==> src/rtl/imem_fetch_ctrl.sv <==
// -----------------------------------------------------------------------------
// imem_fetch_ctrl
//
// Instruction fetch controller. It drives a combinational instruction ROM from
// a byte program counter and captures the returned words, each tagged with its
// PC, in a 2-entry buffer. Decode pops the buffer with a valid/ready handshake.
// The controller also handles branch/jump redirects, a level-sensitive halt,
// and an optional fetch range check.
//
// Parameters
//   DATA_WIDTH  instruction word width
//   ADDR_WIDTH  ROM word-address width
//   RESET_PC    byte address of the first fetch after reset
//
// Ports
//   clk             single clock, all state updates on the rising edge
//   rst             synchronous active-high reset
//   rom_addr        word address to the ROM, pc[ADDR_WIDTH+1:2]
//   rom_data        ROM read data for rom_addr (combinational)
//   inst_valid      head-of-buffer instruction is valid
//   inst_ready      decode accepts the head instruction
//   inst            head instruction (0 when not valid)
//   inst_pc         byte PC of the head instruction (0 when not valid)
//   redirect_valid  redirect request; flushes the buffer and reloads pc
//   redirect_pc     redirect target (bits [1:0] are ignored)
//   halt            level request to suspend fetching
//   fetch_fault     sticky out-of-range fetch flag
//
// Configuration
//   IMEM_RANGE_CHECK_EN  when defined, a fetch from beyond ROM word 512 is
//                        suppressed. It raises fetch_fault and parks the
//                        controller in FAULT until reset. When undefined,
//                        fetch_fault is tied to 0 and FAULT is unreachable.
// -----------------------------------------------------------------------------
module imem_fetch_ctrl #(
  parameter int          DATA_WIDTH = 32,
  parameter int          ADDR_WIDTH = 10,
  parameter logic [31:0] RESET_PC   = 32'h0000_0000
) (
  input  logic                  clk,
  input  logic                  rst,
  output logic [ADDR_WIDTH-1:0] rom_addr,
  input  logic [DATA_WIDTH-1:0] rom_data,
  output logic                  inst_valid,
  input  logic                  inst_ready,
  output logic [DATA_WIDTH-1:0] inst,
  output logic [31:0]           inst_pc,
  input  logic                  redirect_valid,
  input  logic [31:0]           redirect_pc,
  input  logic                  halt,
  output logic                  fetch_fault
);

  typedef enum logic [1:0] {
    RUN   = 2'd0,
    STALL = 2'd1,
    FAULT = 2'd2
  } state_t;

  state_t                state_reg, state_next;
  logic [31:0]           pc_reg, pc_next;
  logic [1:0]            count_reg, count_next;

  // Buffer entry 0 is always the head; entry 1 shifts down on a pop.
  logic [31:0]           epc_reg  [2];
  logic [31:0]           epc_next [2];
  logic [DATA_WIDTH-1:0] ewd_reg  [2];
  logic [DATA_WIDTH-1:0] ewd_next [2];

  logic                  redir;
  logic                  pop;
  logic                  push_cond;
  logic                  out_of_range;
  logic                  fault_trig;
  logic                  push;
  logic [1:0]            fill;

  // The low two bits of a redirect target are forced to zero.
  logic                  unused_redirect_lsbs;
  assign unused_redirect_lsbs = ^redirect_pc[1:0];

  assign rom_addr   = pc_reg[ADDR_WIDTH+1:2];
  assign inst_valid = (count_reg != 2'd0);
  assign inst       = inst_valid ? ewd_reg[0] : '0;
  assign inst_pc    = inst_valid ? epc_reg[0] : 32'h0;

  // A redirect is dead while faulted. A live redirect wins over pop, push and
  // halt.
  assign redir = redirect_valid && (state_reg != FAULT);
  assign pop   = inst_valid && inst_ready && !redir;

  // A fetch may land in the same cycle a full buffer is drained by one entry.
  assign push_cond = (state_reg == RUN) && !halt && !redirect_valid &&
                     ((count_reg != 2'd2) || pop);

`ifdef IMEM_RANGE_CHECK_EN
  logic fault_reg;

  // The ROM holds words 0..512, so any word index above 512 is out of range.
  assign out_of_range = (pc_reg[31:2] > 30'd512);
  assign fetch_fault  = fault_reg;

  always_ff @(posedge clk) begin
    if (rst) begin
      fault_reg <= 1'b0;
    end else if (fault_trig) begin
      fault_reg <= 1'b1;
    end
  end
`else
  assign out_of_range = 1'b0;
  assign fetch_fault  = 1'b0;
`endif

  assign fault_trig = push_cond && out_of_range;
  assign push       = push_cond && !out_of_range;

  // FSM: state register
  always_ff @(posedge clk) begin
    if (rst) begin
      state_reg <= RUN;
    end else begin
      state_reg <= state_next;
    end
  end

  // FSM: next state
  always_comb begin
    state_next = state_reg;
    case (state_reg)
      RUN: begin
        if (fault_trig) begin
          state_next = FAULT;
        end else if (halt) begin
          state_next = STALL;
        end
      end
      STALL: begin
        if (!halt) begin
          state_next = RUN;
        end
      end
      FAULT: begin
        state_next = FAULT;
      end
      default: begin
        state_next = RUN;
      end
    endcase
  end

  // Program counter. It wraps modulo 2^32 through plain 32-bit addition.
  always_comb begin
    pc_next = pc_reg;
    if (redir) begin
      pc_next = {redirect_pc[31:2], 2'b00};
    end else if (push) begin
      pc_next = pc_reg + 32'd4;
    end
  end

  // Buffer update. A pop shifts first, then a push writes the first free
  // slot, so a simultaneous push and pop keeps the count unchanged.
  always_comb begin
    count_next = count_reg;
    fill       = count_reg;
    for (int i = 0; i < 2; i++) begin
      epc_next[i] = epc_reg[i];
      ewd_next[i] = ewd_reg[i];
    end
    if (redir) begin
      count_next = 2'd0;
    end else begin
      if (pop) begin
        epc_next[0] = epc_reg[1];
        ewd_next[0] = ewd_reg[1];
        fill        = count_reg - 2'd1;
      end
      if (push) begin
        epc_next[fill[0]] = pc_reg;
        ewd_next[fill[0]] = rom_data;
      end
      count_next = count_reg + {1'b0, push} - {1'b0, pop};
    end
  end

  always_ff @(posedge clk) begin
    if (rst) begin
      pc_reg    <= RESET_PC;
      count_reg <= 2'd0;
      for (int i = 0; i < 2; i++) begin
        epc_reg[i] <= 32'h0;
        ewd_reg[i] <= '0;
      end
    end else begin
      pc_reg    <= pc_next;
      count_reg <= count_next;
      for (int i = 0; i < 2; i++) begin
        epc_reg[i] <= epc_next[i];
        ewd_reg[i] <= ewd_next[i];
      end
    end
  end

endmodule

==> config.mk <==
export PLATFORM = sky130hd
export DESIGN_NAME = imem_fetch_ctrl
export DESIGN_NICKNAME = d
export VERILOG_FILES = /design/src/rtl/imem_fetch_ctrl.sv
export SDC_FILE = /design/constraint.sdc
export NUM_CORES = 1
export LEC_CHECK = 0
export ABC_AREA = 0
export BUFFER_PORTS_ARGS = -buffer_cell sky130_fd_sc_hd__buf_2
export CORE_ASPECT_RATIO = 1.5
export CORE_MARGIN = 8
export CORE_UTILIZATION = 55
export DETAILED_ROUTE_END_ITERATION = 12
export GPL_TIMING_DRIVEN = 0
export PLACE_DENSITY = 0.76
export SLEW_MARGIN = 10
export SYNTH_ARGS = -nofsm -noshare
export SYNTH_HDL_FRONTEND = slang
export SYNTH_SLANG_ARGS = --single-unit
==> constraint.sdc <==
create_clock -name clk -period 3.3 [get_ports clk]
set_input_delay 0.99 -clock clk [delete_from_list [all_inputs] [get_ports clk]]
set_output_delay 0.99 -clock clk [all_outputs]
set_load 0.02 [all_outputs]
# == After elaboration in Yosys (flattened, before gate mapping) ==
# Memories as Yosys holds them, arrays and structs flattened.
# Index checks and enable logic that the tools add are counted.
# op_classes
bitwise,5
reduce_logical,16
n_eq_ne,6
order_cmp,2
n_mux,28
n_addsub,4
# op_table
op,n
$mux 32,13
$mux 64,4
$bwmux 64,2
$add 32x3->32 const B,1
$demux 32 s1,1
$ne 2x2->1 const B,4
$logic_and 1x1->1,7
$pmux 2 s3,1
$mux 1,5
$mux 2,2
$or 1x1->1,4
$reduce_bool 2->1,2
$logic_not 1->1,3
$add 2x1->2,1
$eq 2x1->1 const B,1
$eq 2x2->1 const B,1
$ge 2x2->1 const B,1
$logic_not 2->1,1
$lt 2x1->1 const B,1
$not 1->2,1
$reduce_and 2->1,1
$reduce_or 2->1,1
$sub 2x1->2,1
$logic_or 1x1->1,1
$sub 1x1->1 const B,1
# word_totals
wordCells,67
mem_bits_rw,128
output_inout_bits,76
memories,2
input_bits,69
ff_bits,36
# mem_list
memory,depth,word_bits,rd,rd_ports_with_merged_regs,write_ports,line,source
epc_reg,2,32,2,0,2,65,logic [31:0] epc_reg [2];
ewd_reg,2,32,2,0,2,67,logic [DATA_WIDTH-1:0] ewd_reg [2];

# == Longest topological paths before layout ==
# Gate-level depths: netlist of run 1.
# depth
ltp_word,15
mapped_depth,10

# == Worst setup path after synthesis of run 1 ==
# Ideal clock, no wire load.
# synth_path
kind,input-to-reg
from,in redirect_valid
to,reg count_reg[1]
required_ns,3.168
path_buffers,1
path_slack_ns,0.398
arrival_time_ns,2.770
path_stages,10
cell_sequence,or4_4 -> buf_6 -> nor2_1 -> inv_1 -> ha_1 -> inv_1 -> ha_1 -> xor2_1 -> xnor2_1 -> nor3_1
# synth_via
elab_chain_cells,7
elab_cells_between_ends,10
classes_between,add/sub: 2; reduce/logical: 8
# synth_lines
item,line,source
start: declaration,48,"input logic redirect_valid,"
$logic_and 1x1->1,89,assign redir = redirect_valid && (state_reg != FAULT);
$logic_not 1->1,90,assign pop = inst_valid && inst_ready && !redir;
$logic_and 1x1->1,90,
$logic_or 1x1->1,94,((count_reg != 2'd2) || pop);
$logic_and 1x1->1,93,assign push_cond = (state_reg == RUN) && !halt && !redirect_valid &&
$add 2x1->2,183,"count_next = count_reg + {1'b0, push} - {1'b0, pop};"
$sub 2x1->2,183,
end signal: assignment,197,count_reg <= count_next;
end: declaration,62,"logic [1:0] count_reg, count_next;"
# Parallel ways exist; a longest one is shown, timed or not.
# A chain may end at the register's enable or synchronous reset.

# == Worst setup path in the final report of run 1 ==
# layout_path
from,reg count_reg[0]
to,out inst_pc[27]
# layout_via
elab_chain_cells,2
# layout_lines
item,line,source
$reduce_bool 2->1,83,assign inst_valid = (count_reg != 2'd0);
$mux 32,85,assign inst_pc = inst_valid ? epc_reg[0] : 32'h0;
end: declaration,47,"output logic [31:0] inst_pc,"
# Every way passes these cells.

==> results.sh, run 1 <==
export IMPL_status="finished, final reports clean"
export IMPL_dpl_hpwl_um=15000
export IMPL_synth_most_common_cell="dfxtp_1"
export IMPL_cts_root_buffer="clkbuf_16"
export IMPL_fin_crit_sh_pct=92.0
export IMPL_worst_r2r_setup_slack_ns=0.82
export IMPL_vias=6655
export IMPL_hold_viol_final=0
export IMPL_synth_adder_area_share_pct=0.480
export IMPL_crit_fanout=11
export IMPL_max_slew_worst_pin_slew_ns=0.930
export IMPL_fin_crit_ns=3.04
export IMPL_grt_max_degree=17
export IMPL_finalWirelength_um=20700
export IMPL_p_switching_mw=1.14
export IMPL_rows=53
export IMPL_max_freq_mhz=329
export IMPL_synth_flop_cell="dfxtp_1"
export IMPL_tns_ns=0
export IMPL_rsz0062_at_grt="no"
export IMPL_final_nets=1090
export IMPL_synth_area_mux_share_pct=8.20
export IMPL_synthesis_area_mm2=0.00781
export IMPL_drtIter0Drc=484
export IMPL_viasPerCell=5.56
export IMPL_die_area_mm2=0.0184
export IMPL_start_util_pct=56.1
export IMPL_drc=0
export IMPL_cts_inserted_buffers=17
export IMPL_cts_htree_levels=4
export IMPL_path_class="register to output pin"
export IMPL_gp_congestion=0.905
export IMPL_synth_area_leaders="dfxtp_1 (42%), nand2b_1 (9.9%), o221a_2 (8.9%), mux2i_1 (8.2%), nor2_1 (7.6%)"
export IMPL_stdcell_area_mm2=0.00929
export IMPL_intPower_mw=3.36
export IMPL_synth_top_family_by_area="simple AND/OR/NAND/NOR gates"
export IMPL_power_mw=4.50
export IMPL_hp_start="epc_reg[0][33]$_SDFFE_PP0P_"
export IMPL_yosys_area_share_simple_pct=28.9
export IMPL_p_comb_share_pct=10.4
export IMPL_die_h_um=162
export IMPL_cap_violations=0
export IMPL_synthXorXnorAreaFrac_pct=3.48
export IMPL_synth_edff_count=0
export IMPL_synth_cell_types=40
export IMPL_r2r_start="count_reg[1]$_SDFF_PP0_"
export IMPL_rr_endpoint="count_reg[1]$_SDFF_PP0_"
export IMPL_finalSetupViolCount=0
export IMPL_clock_sinks=162
export IMPL_pwr_share_seq_pct=47.3
export IMPL_hold_path_class="register to register"
export IMPL_yosysSeqAreaShare_pct=41.5
export IMPL_antenna_cells=0
export IMPL_grt_pass1_vias=6769
export IMPL_crit_required_ns=2.31
export IMPL_finalNonFillerCells=1196
export IMPL_die_x_um=113
export IMPL_cts_buffer_depth=2
export IMPL_clkPwrFrac_pct=42.2
export IMPL_core_mm2=0.0139
export IMPL_peakVddDrop_uv=302
export IMPL_place_inst=1165
export IMPL_critPathLaunch="count_reg[0]$_SDFF_PP0_"
export IMPL_yosys_warnings=0
export IMPL_cellPowerDensity_mw_per_mm2=484
export IMPL_finalClockSkew_ns=0.0100
export IMPL_arrival_ns=2.05
export IMPL_holdBufCountCts=0
export IMPL_antenna_found_initial=1
export IMPL_area_delta_synth_final_pct=19.0
export IMPL_p_sw_share_pct=25.3
export IMPL_synthesis_nets=932
export IMPL_start_kind="register"
export IMPL_drive_gt1_share_pct=27.2
export IMPL_ant_nets=0
export IMPL_whs_path_depth=1
export IMPL_yosys_area_top_type="dfxtp_1"
export IMPL_avgSynthCellArea_um2=9.08
export IMPL_clock_latency_ns=0.43
export IMPL_grt_ovfl_total=0
export IMPL_yosys_register_bits=162
export IMPL_postCtsSetupRepairBufs=0
export IMPL_tritoncts="yes"
export IMPL_yosys_area_top_type_share_pct=41.5
export IMPL_async_reset_ff_share_pct=0
export IMPL_rr_worst_depth=9
export IMPL_slew_headroom_pct=37.6
export IMPL_slew_violations=0
export IMPL_portBuffers=140
export IMPL_clk_pin_slew_ns=0.06
export IMPL_ctsResizeCount=1
export IMPL_dr_pass1_iters=5
export IMPL_end_kind="output pin"
export IMPL_ios=145
export IMPL_wl_per_cell_um=17.3
export IMPL_grt_total_usage_pct=23.0
export IMPL_grt_pass1_wl_um=33800
export IMPL_synth_commonest_cells="dfxtp_1 (162), nor2_1 (159), nand2b_1 (124)"
export IMPL_synthCells=860
export IMPL_hold_path_end="epc_reg[0][33]$_SDFFE_PP0P_"
export IMPL_synth_compound_area_share_pct=12.4
export IMPL_placed_area_mm2=0.00872
export IMPL_power_leakage_nw=3.81
## how the worst max path moves through the flow
stage | end | slack, ns
after detailed placement | count_reg[1]$_SDFF_PP0_ | 0.12
after floorplan | count_reg[1]$_SDFF_PP0_ | 0.40
after CTS | inst_pc[29] | 0.13
after global placement | count_reg[1]$_SDFF_PP0_ | 0.14
final | inst_pc[27] | 0.26
after global routing | inst_pc[29] | 0.14
## placed cells by master (no fill, tap or decap), types with 8 or more instances in the layout
cell | Yosys | final
nand3_1 | 13 | 13
xor2_1 | 23 | 23
nand2b_1 | 124 | 124
a211oi_1 | 25 | 25
xnor2_1 | 8 | 8
and2_1 | 69 | 69
dfxtp_1 | 162 | 162
clkbuf_16 | 0 | 17
nand4_1 | 13 | 13
nor2_1 | 159 | 159
mux2i_1 | 64 | 64
nand2_1 | 15 | 15
buf_2 | 18 | 158
clkbuf_1 | 44 | 41
buf_4 | 13 | 13
o221a_2 | 62 | 62
## critical path, stage by stage (launching register included)
cell	delay [ns]
dfxtp_1	0.46
nor2_1	0.16
inv_2	0.22
clkbuf_1	0.37
and2_1	0.22
buf_2	0.18
## area by class of cell
cell class | count | area (um^2)
multi-input combinational | 616 | 4180
clock buffer | 20 | 467
inverter | 5 | 18.8
fill | 1262 | 4630
sequential | 162 | 3240
timing repair buffer | 140 | 701
buffer | 76 | 367
clock inverter | 12 | 109
tap | 165 | 206
## kinds of logic (layout without fill, tap and decap cells)
logic type | count (synthesis) | after routing
fa+ha+maj | 3 | 3
flops | 162 | 162
buf+inv | 82 | 253
other cells | 1 | 1
xor+xnor | 31 | 31
simple gates | 419 | 419
mux | 64 | 64
compound gates | 98 | 98
## power groups by stage
stage          Sequential, mW  Combinational [mW]  Clock [mW]
2_1_floorplan            2.14               0.325           0
3_3_place_gp             2.17               0.462           0
3_5_place_dp             2.17               0.469           0
4_1_cts                  2.13               0.472        1.93
5_1_grt                  2.14               0.517        2.01
6_report                 2.13               0.470        1.90
## per-layer routing
layer,track usage (%),wire length (um)
met4,10.0,589
met2,40.2,10400
met1,25.5,8430
met3,6.24,1200
met5,0,13
## stage by stage
step	hold slack [ns]	setup slack, ns	utilization (%)
floorplan	0.437	0.398	-
global placement	0.459	0.141	62.6
detailed placement	0.467	0.116	62.6
CTS	0.478	0.126	66.7
global route	0.494	0.135	66.7
finish	0.475	0.265	66.7
(Power assumes the default switching activity.)
==> run 2, diff against run 1 <==
--- a/config.mk
+++ b/config.mk
@@ -10,6 +10,7 @@
 export CORE_ASPECT_RATIO = 1.5
 export CORE_MARGIN = 8
 export CORE_UTILIZATION = 55
+export CTS_BUF_LIST = sky130_fd_sc_hd__clkbuf_4 sky130_fd_sc_hd__clkbuf_8
 export DETAILED_ROUTE_END_ITERATION = 12
 export GPL_TIMING_DRIVEN = 0
 export PLACE_DENSITY = 0.76
==> run 2 against run 1 <==
Sequential power about the same. Clock skew about the same. Count of clock-buffer cells in the layout unchanged. Utilization decreased by 1.4 points. First-iteration DRC count decreased by 12%. Clock power decreased by 27%. Highest routed layer unchanged.
==> results.sh, run 2 (same netlist as run 1, synthesis figures left out) <==
export IMPL_status="finished, final reports clean"
export IMPL_path_cells="nor2_1 -> inv_2 -> clkbuf_1 -> and2_1 -> buf_2"
export IMPL_ant_nets=0
export IMPL_peakVddDrop_uv=343
export IMPL_final_cell_mix="dfxtp_1 (162), nor2_1 (159), buf_2 (158)"
export IMPL_crit_required_ns=2.31
export IMPL_drc=0
export IMPL_core_mm2=0.0139
export IMPL_grt_ovfl_total=0
export IMPL_wl_per_cell_um=17.0
export IMPL_finalSetupViolCount=0
export IMPL_vias=6622
export IMPL_crit_fanout=11
export IMPL_rows=53
export IMPL_start_util_pct=56.1
export IMPL_critPathMaxStageDelay_ns=0.46
export IMPL_placed_area_mm2=0.00872
export IMPL_die_area_mm2=0.0184
export IMPL_power_mw=3.99
export IMPL_grt_max_degree=17
export IMPL_viasPerCell=5.54
export IMPL_worst_r2r_setup_slack_ns=0.82
export IMPL_clock_latency_ns=0.46
export IMPL_finalWirelength_um=20300
export IMPL_hold_path_class="register to register"
export IMPL_holdBufCountCts=0
export IMPL_die_h_um=162
export IMPL_r2r_start="count_reg[1]$_SDFF_PP0_"
export IMPL_grt_pass1_vias=6682
export IMPL_rsz0062_at_grt="no"
export IMPL_drtIter0Drc=428
export IMPL_antenna_cells=0
export IMPL_tns_ns=0
export IMPL_fin_crit_ns=3.04
export IMPL_slew_headroom_pct=42.4
export IMPL_grt_pass1_wl_um=33700
export IMPL_power_leakage_nw=3.72
export IMPL_grt_total_usage_pct=22.8
export IMPL_dr_pass1_iters=5
export IMPL_max_slew_worst_pin_slew_ns=0.858
export IMPL_cap_violations=0
export IMPL_critPathSlowestCell="dfxtp_1"
export IMPL_start_kind="register"
export IMPL_ios=145
export IMPL_critPathBufInv=3
export IMPL_final_nets=1090
export IMPL_stdcell_area_mm2=0.00910
export IMPL_cellPowerDensity_mw_per_mm2=438
export IMPL_clk_pin_slew_ns=0.08
export IMPL_arrival_ns=2.05
export IMPL_portBuffers=140
export IMPL_slew_violations=0
export IMPL_finalClockSkew_ns=0.0103
export IMPL_max_freq_mhz=329
export IMPL_gp_congestion=0.905
export IMPL_clock_sinks=162
export IMPL_die_x_um=113
export IMPL_end_kind="output pin"
export IMPL_mostFrequentLayoutCell="dfxtp_1"
export IMPL_drive_gt1_share_pct=27.1
export IMPL_antenna_found_initial=1
export IMPL_cts_root_buffer="clkbuf_8"
export IMPL_dpl_hpwl_um=15000
export IMPL_critPathLaunch="count_reg[0]$_SDFF_PP0_"
export IMPL_fin_crit_sh_pct=92.0
export IMPL_area_delta_synth_final_pct=16.5
export IMPL_hold_viol_final=0
export IMPL_tritoncts="yes"
export IMPL_cts_htree_levels=4
export IMPL_cts_inserted_buffers=17
export IMPL_cts_buffer_depth=2
export IMPL_path_class="register to output pin"
export IMPL_path_delay_family="buffers and inverters"
## run 2: changes by cell type in the layout (fill, tap and decap cells not counted)
cell       delta
clkbuf_16    -17
clkbuf_8     +17
clkbuf_1      +1
clkbuf_2      -1
## run 2: cell type report
| type | instances | area (um^2) |
|---|---|---|
| multi-input combinational | 616 | 4180 |
| clock buffer | 20 | 275 |
| tap | 165 | 206 |
| inverter | 5 | 18.8 |
| clock inverter | 12 | 109 |
| buffer | 76 | 365 |
| timing repair buffer | 140 | 701 |
| fill | 1275 | 4820 |
| sequential | 162 | 3240 |
## run 2: timing repair
action                                  4_1_cts  5_1_grt
gates resized for setup                       1        1
setup buffers                                 0        0
endpoints found under the setup margin       41       37
## run 2: per-layer routing
metal / vias up / GRT usage (%) / share of wire, %
li1: 3259 / - / -
met1: 3131 / 25.6 / 41
met2: 196 / 40.2 / 51
met3: 34 / 5.83 / 5.6
met4: 2 / 9.12 / 2.1
met5: - / 0 / 0.064
## run 2: final timing paths
path	to	cells past startpoint
hold / removal	register	2
setup / recovery	inst_pc[27]	5
setup reg to reg	count_reg[1]$_SDFF_PP0_	9
hold reg to reg	register	2
## run 2: stage by stage
stage	cells	setup slack, ns	util, %	hold slack (ns)
final	1196	0.265	65.4	0.479
after global placement	1165	0.141	62.6	0.459
after global routing	1196	0.0457	65.4	0.498
after CTS	1196	0.0558	65.4	0.481
after floorplan	860	0.398	-	0.437
after detailed placement	1165	0.116	62.6	0.467
## run 2: tightest hold or removal path, stage by stage (launching register included)
cell and delay (ns):
dfxtp_1 0.32, nand2b_1 0.06, mux2i_1 0.05
## run 2: where the power goes
part           internal, mW  switching (mW)  total [mW]
clock                 0.654           0.741        1.39
sequential             2.05          0.0787        2.12
combinational         0.217           0.251       0.468
total                  2.92            1.07        3.99
==> run 3, diff against run 2 <==
--- a/config.mk
+++ b/config.mk
@@ -5,7 +5,7 @@
 export SDC_FILE = /design/constraint.sdc
 export NUM_CORES = 1
 export LEC_CHECK = 0
-export ABC_AREA = 0
+export ABC_AREA = 1
 export BUFFER_PORTS_ARGS = -buffer_cell sky130_fd_sc_hd__buf_2
 export CORE_ASPECT_RATIO = 1.5
 export CORE_MARGIN = 8
==> run 3 against run 2 <==
Sequential cell count is the same. Register-to-register slack better by 0.19 ns. Cell count grew 44%. Wire length rose by 12%. Non-clock buffer count increased by 9. Count of clock-buffer cells in the layout unchanged. Via count increased by 27%. Sequential power barely moved. Clock skew rose by 0.0073 ns. Sequential share of layout area decreased by 2.1 points. Setup slack got worse by 0.0098 ns. Power rose by 5.5%.
==> results.sh, run 3 <==
export IMPL_stdcell_area_mm2=0.00966
export IMPL_start_kind="register"
export IMPL_antenna_cells=0
export IMPL_cts_htree_levels=4
export IMPL_cts_inserted_buffers=17
export IMPL_clock_sinks=162
export IMPL_cts_root_buffer="clkbuf_8"
export IMPL_rsz0062_at_grt="no"
export IMPL_final_nets=1584
export IMPL_end_kind="output pin"
export IMPL_grt_pass1_vias=8013
export IMPL_rows=55
export IMPL_gp_congestion=0.930
export IMPL_dr_pass1_iters=5
export IMPL_max_slew_worst_pin_slew_ns=0.953
export IMPL_yosys_register_bits=162
export IMPL_yosys_area_top_type="dfxtp_1"
export IMPL_final_cell_mix="nand2_1 (396), nor2_1 (205), inv_1 (196)"
export IMPL_cts_buffer_depth=2
export IMPL_power_leakage_nw=3.99
export IMPL_cpMostUsedCell="nor2_1"
export IMPL_hold_viol_final=0
export IMPL_synthesis_area_mm2=0.00829
export IMPL_finalClockSkew_ns=0.0176
export IMPL_antenna_found_initial=0
export IMPL_yosysSeqAreaShare_pct=39.1
export IMPL_crit_required_ns=2.31
export IMPL_hold_path_class="register to register"
export IMPL_path_class="register to output pin"
export IMPL_finalWirelength_um=22800
export IMPL_grt_total_usage_pct=24.0
export IMPL_synth_edff_count=0
export IMPL_arrival_ns=2.06
export IMPL_cellPowerDensity_mw_per_mm2=435
export IMPL_wl_per_cell_um=13.2
export IMPL_drtIter0Drc=570
export IMPL_yosys_warnings=0
export IMPL_slew_headroom_pct=36.3
export IMPL_portBuffers=140
export IMPL_ios=145
export IMPL_holdBufCountCts=0
export IMPL_clk_pin_slew_ns=0.08
export IMPL_path_cells="nor2_1 -> clkbuf_2 -> clkbuf_1 -> nor2_1 -> buf_2"
export IMPL_fin_crit_ns=3.05
export IMPL_cap_violations=0
export IMPL_slew_violations=0
export IMPL_mostFrequentLayoutCell="nand2_1"
export IMPL_synthesis_nets=1425
export IMPL_postCtsSetupRepairBufs=0
export IMPL_tritoncts="yes"
export IMPL_core_mm2=0.0149
export IMPL_status="finished, final reports clean"
export IMPL_synth_flop_cell="dfxtp_1"
export IMPL_synthCells=1353
export IMPL_vias=8440
export IMPL_peakVddDrop_uv=219
export IMPL_avgSynthCellArea_um2=6.12
export IMPL_drc=0
export IMPL_die_x_um=116
export IMPL_synth_most_common_cell="nand2_1"
export IMPL_grt_pass1_wl_um=37400
export IMPL_tns_ns=0
export IMPL_critPathMaxStageDelay_ns=0.43
export IMPL_synth_cell_types=28
export IMPL_async_reset_ff_share_pct=0
export IMPL_place_inst=1692
export IMPL_area_delta_synth_final_pct=16.6
export IMPL_finalSetupViolCount=0
export IMPL_start_util_pct=55.5
export IMPL_die_h_um=166
export IMPL_dpl_hpwl_um=17500
export IMPL_fin_crit_sh_pct=92.3
export IMPL_max_freq_mhz=328
export IMPL_grt_ovfl_total=0
export IMPL_yosys_area_top_type_share_pct=39.1
export IMPL_finalNonFillerCells=1723
export IMPL_placed_area_mm2=0.00924
export IMPL_drive_gt1_share_pct=15.0
export IMPL_synth_area_leaders="dfxtp_1 (39%), nand2_1 (18%), nor2_1 (9.3%), inv_1 (8.9%), o21ai_0 (6.3%)"
export IMPL_viasPerCell=4.90
export IMPL_die_area_mm2=0.0193
export IMPL_clock_latency_ns=0.46
export IMPL_synth_commonest_cells="nand2_1 (396), nor2_1 (205), inv_1 (196)"
export IMPL_critPathSlowestCell="clkbuf_1"
export IMPL_ant_nets=0
export IMPL_grt_max_degree=17
export IMPL_crit_fanout=10
[run 3: repair_timing]
item / CTS / global route
hold endpoints to repair: 0 / 0
gates resized for setup: 1 / 0
endpoints found under the setup margin: 3 / 0
[run 3: worst paths after layout]
| kind | depth (start not counted) | from | to | slack, ns |
|---|---|---|---|---|
| setup / recovery | 5 | count_reg[0]$_SDFF_PP0_ | inst_pc[0] | 0.25 |
| hold / removal | 2 | epc_reg[0][33]$_SDFFE_PP0P_ | epc_reg[0][33]$_SDFFE_PP0P_ | 0.46 |
| setup reg to reg | 12 | state_reg[1]$_SDFFE_PP0P_ | count_reg[1]$_SDFF_PP0_ | 1.01 |
| hold reg to reg | 2 | epc_reg[0][33]$_SDFFE_PP0P_ | epc_reg[0][33]$_SDFFE_PP0P_ | 0.46 |
[run 3: metal layers]
metal  track usage (%)  share of wire [%]  vias up
met5                 0                  0        -
met4              9.52                2.6        0
met3              3.90                5.2       39
met2              42.6                 51      222
met1              27.5                 41     3737
li1                  -                  -     4442
[run 3: metrics by stage]
stage | util (%) | setup WS [ns] | total power, mW | hold WS, ns
after floorplan | - | 0.762 | 2.52 | 0.426
after global placement | 61.8 | 0.422 | 2.69 | 0.434
after detailed placement | 61.8 | 0.409 | 2.70 | 0.445
after CTS | 64.7 | 0.229 | 4.22 | 0.458
after global routing | 64.7 | 0.118 | 4.40 | 0.472
final | 64.7 | 0.255 | 4.21 | 0.455
[run 3: worst max-delay path, delay by kind of cell (launching register included)]
kind	cells	cell delay, ns
buffers and inverters	3	0.94
DFF	1	0.35
and+or+nand+nor	2	0.31
[run 3: layout make-up]
class,count,area (um^2)
fill,1549,5270
multi-input combinational,906,3870
sequential,162,3240
inverter,200,751
timing repair buffer,140,701
buffer,85,419
clock buffer,20,269
tap,199,249
clock inverter,11,154
[run 3: logic make-up after synthesis]
| group | Yosys count | synth area share [%] |
|---|---|---|
| compound gates | 241 | 14.8 |
| xor+xnor | 4 | 0.423 |
| fa+ha+maj | 3 | 0.453 |
| buf+inv | 285 | 14.1 |
| flops | 162 | 39.1 |
| other cells | 1 | 0.0453 |
| simple gates | 657 | 31.0 |
[run 3: power breakdown]
part | leakage (nW) | internal (mW) | switching, mW
combinational | 2.47 | 0.201 | 0.342
clock | 0.198 | 0.798 | 0.746
sequential | 1.32 | 2.04 | 0.0735
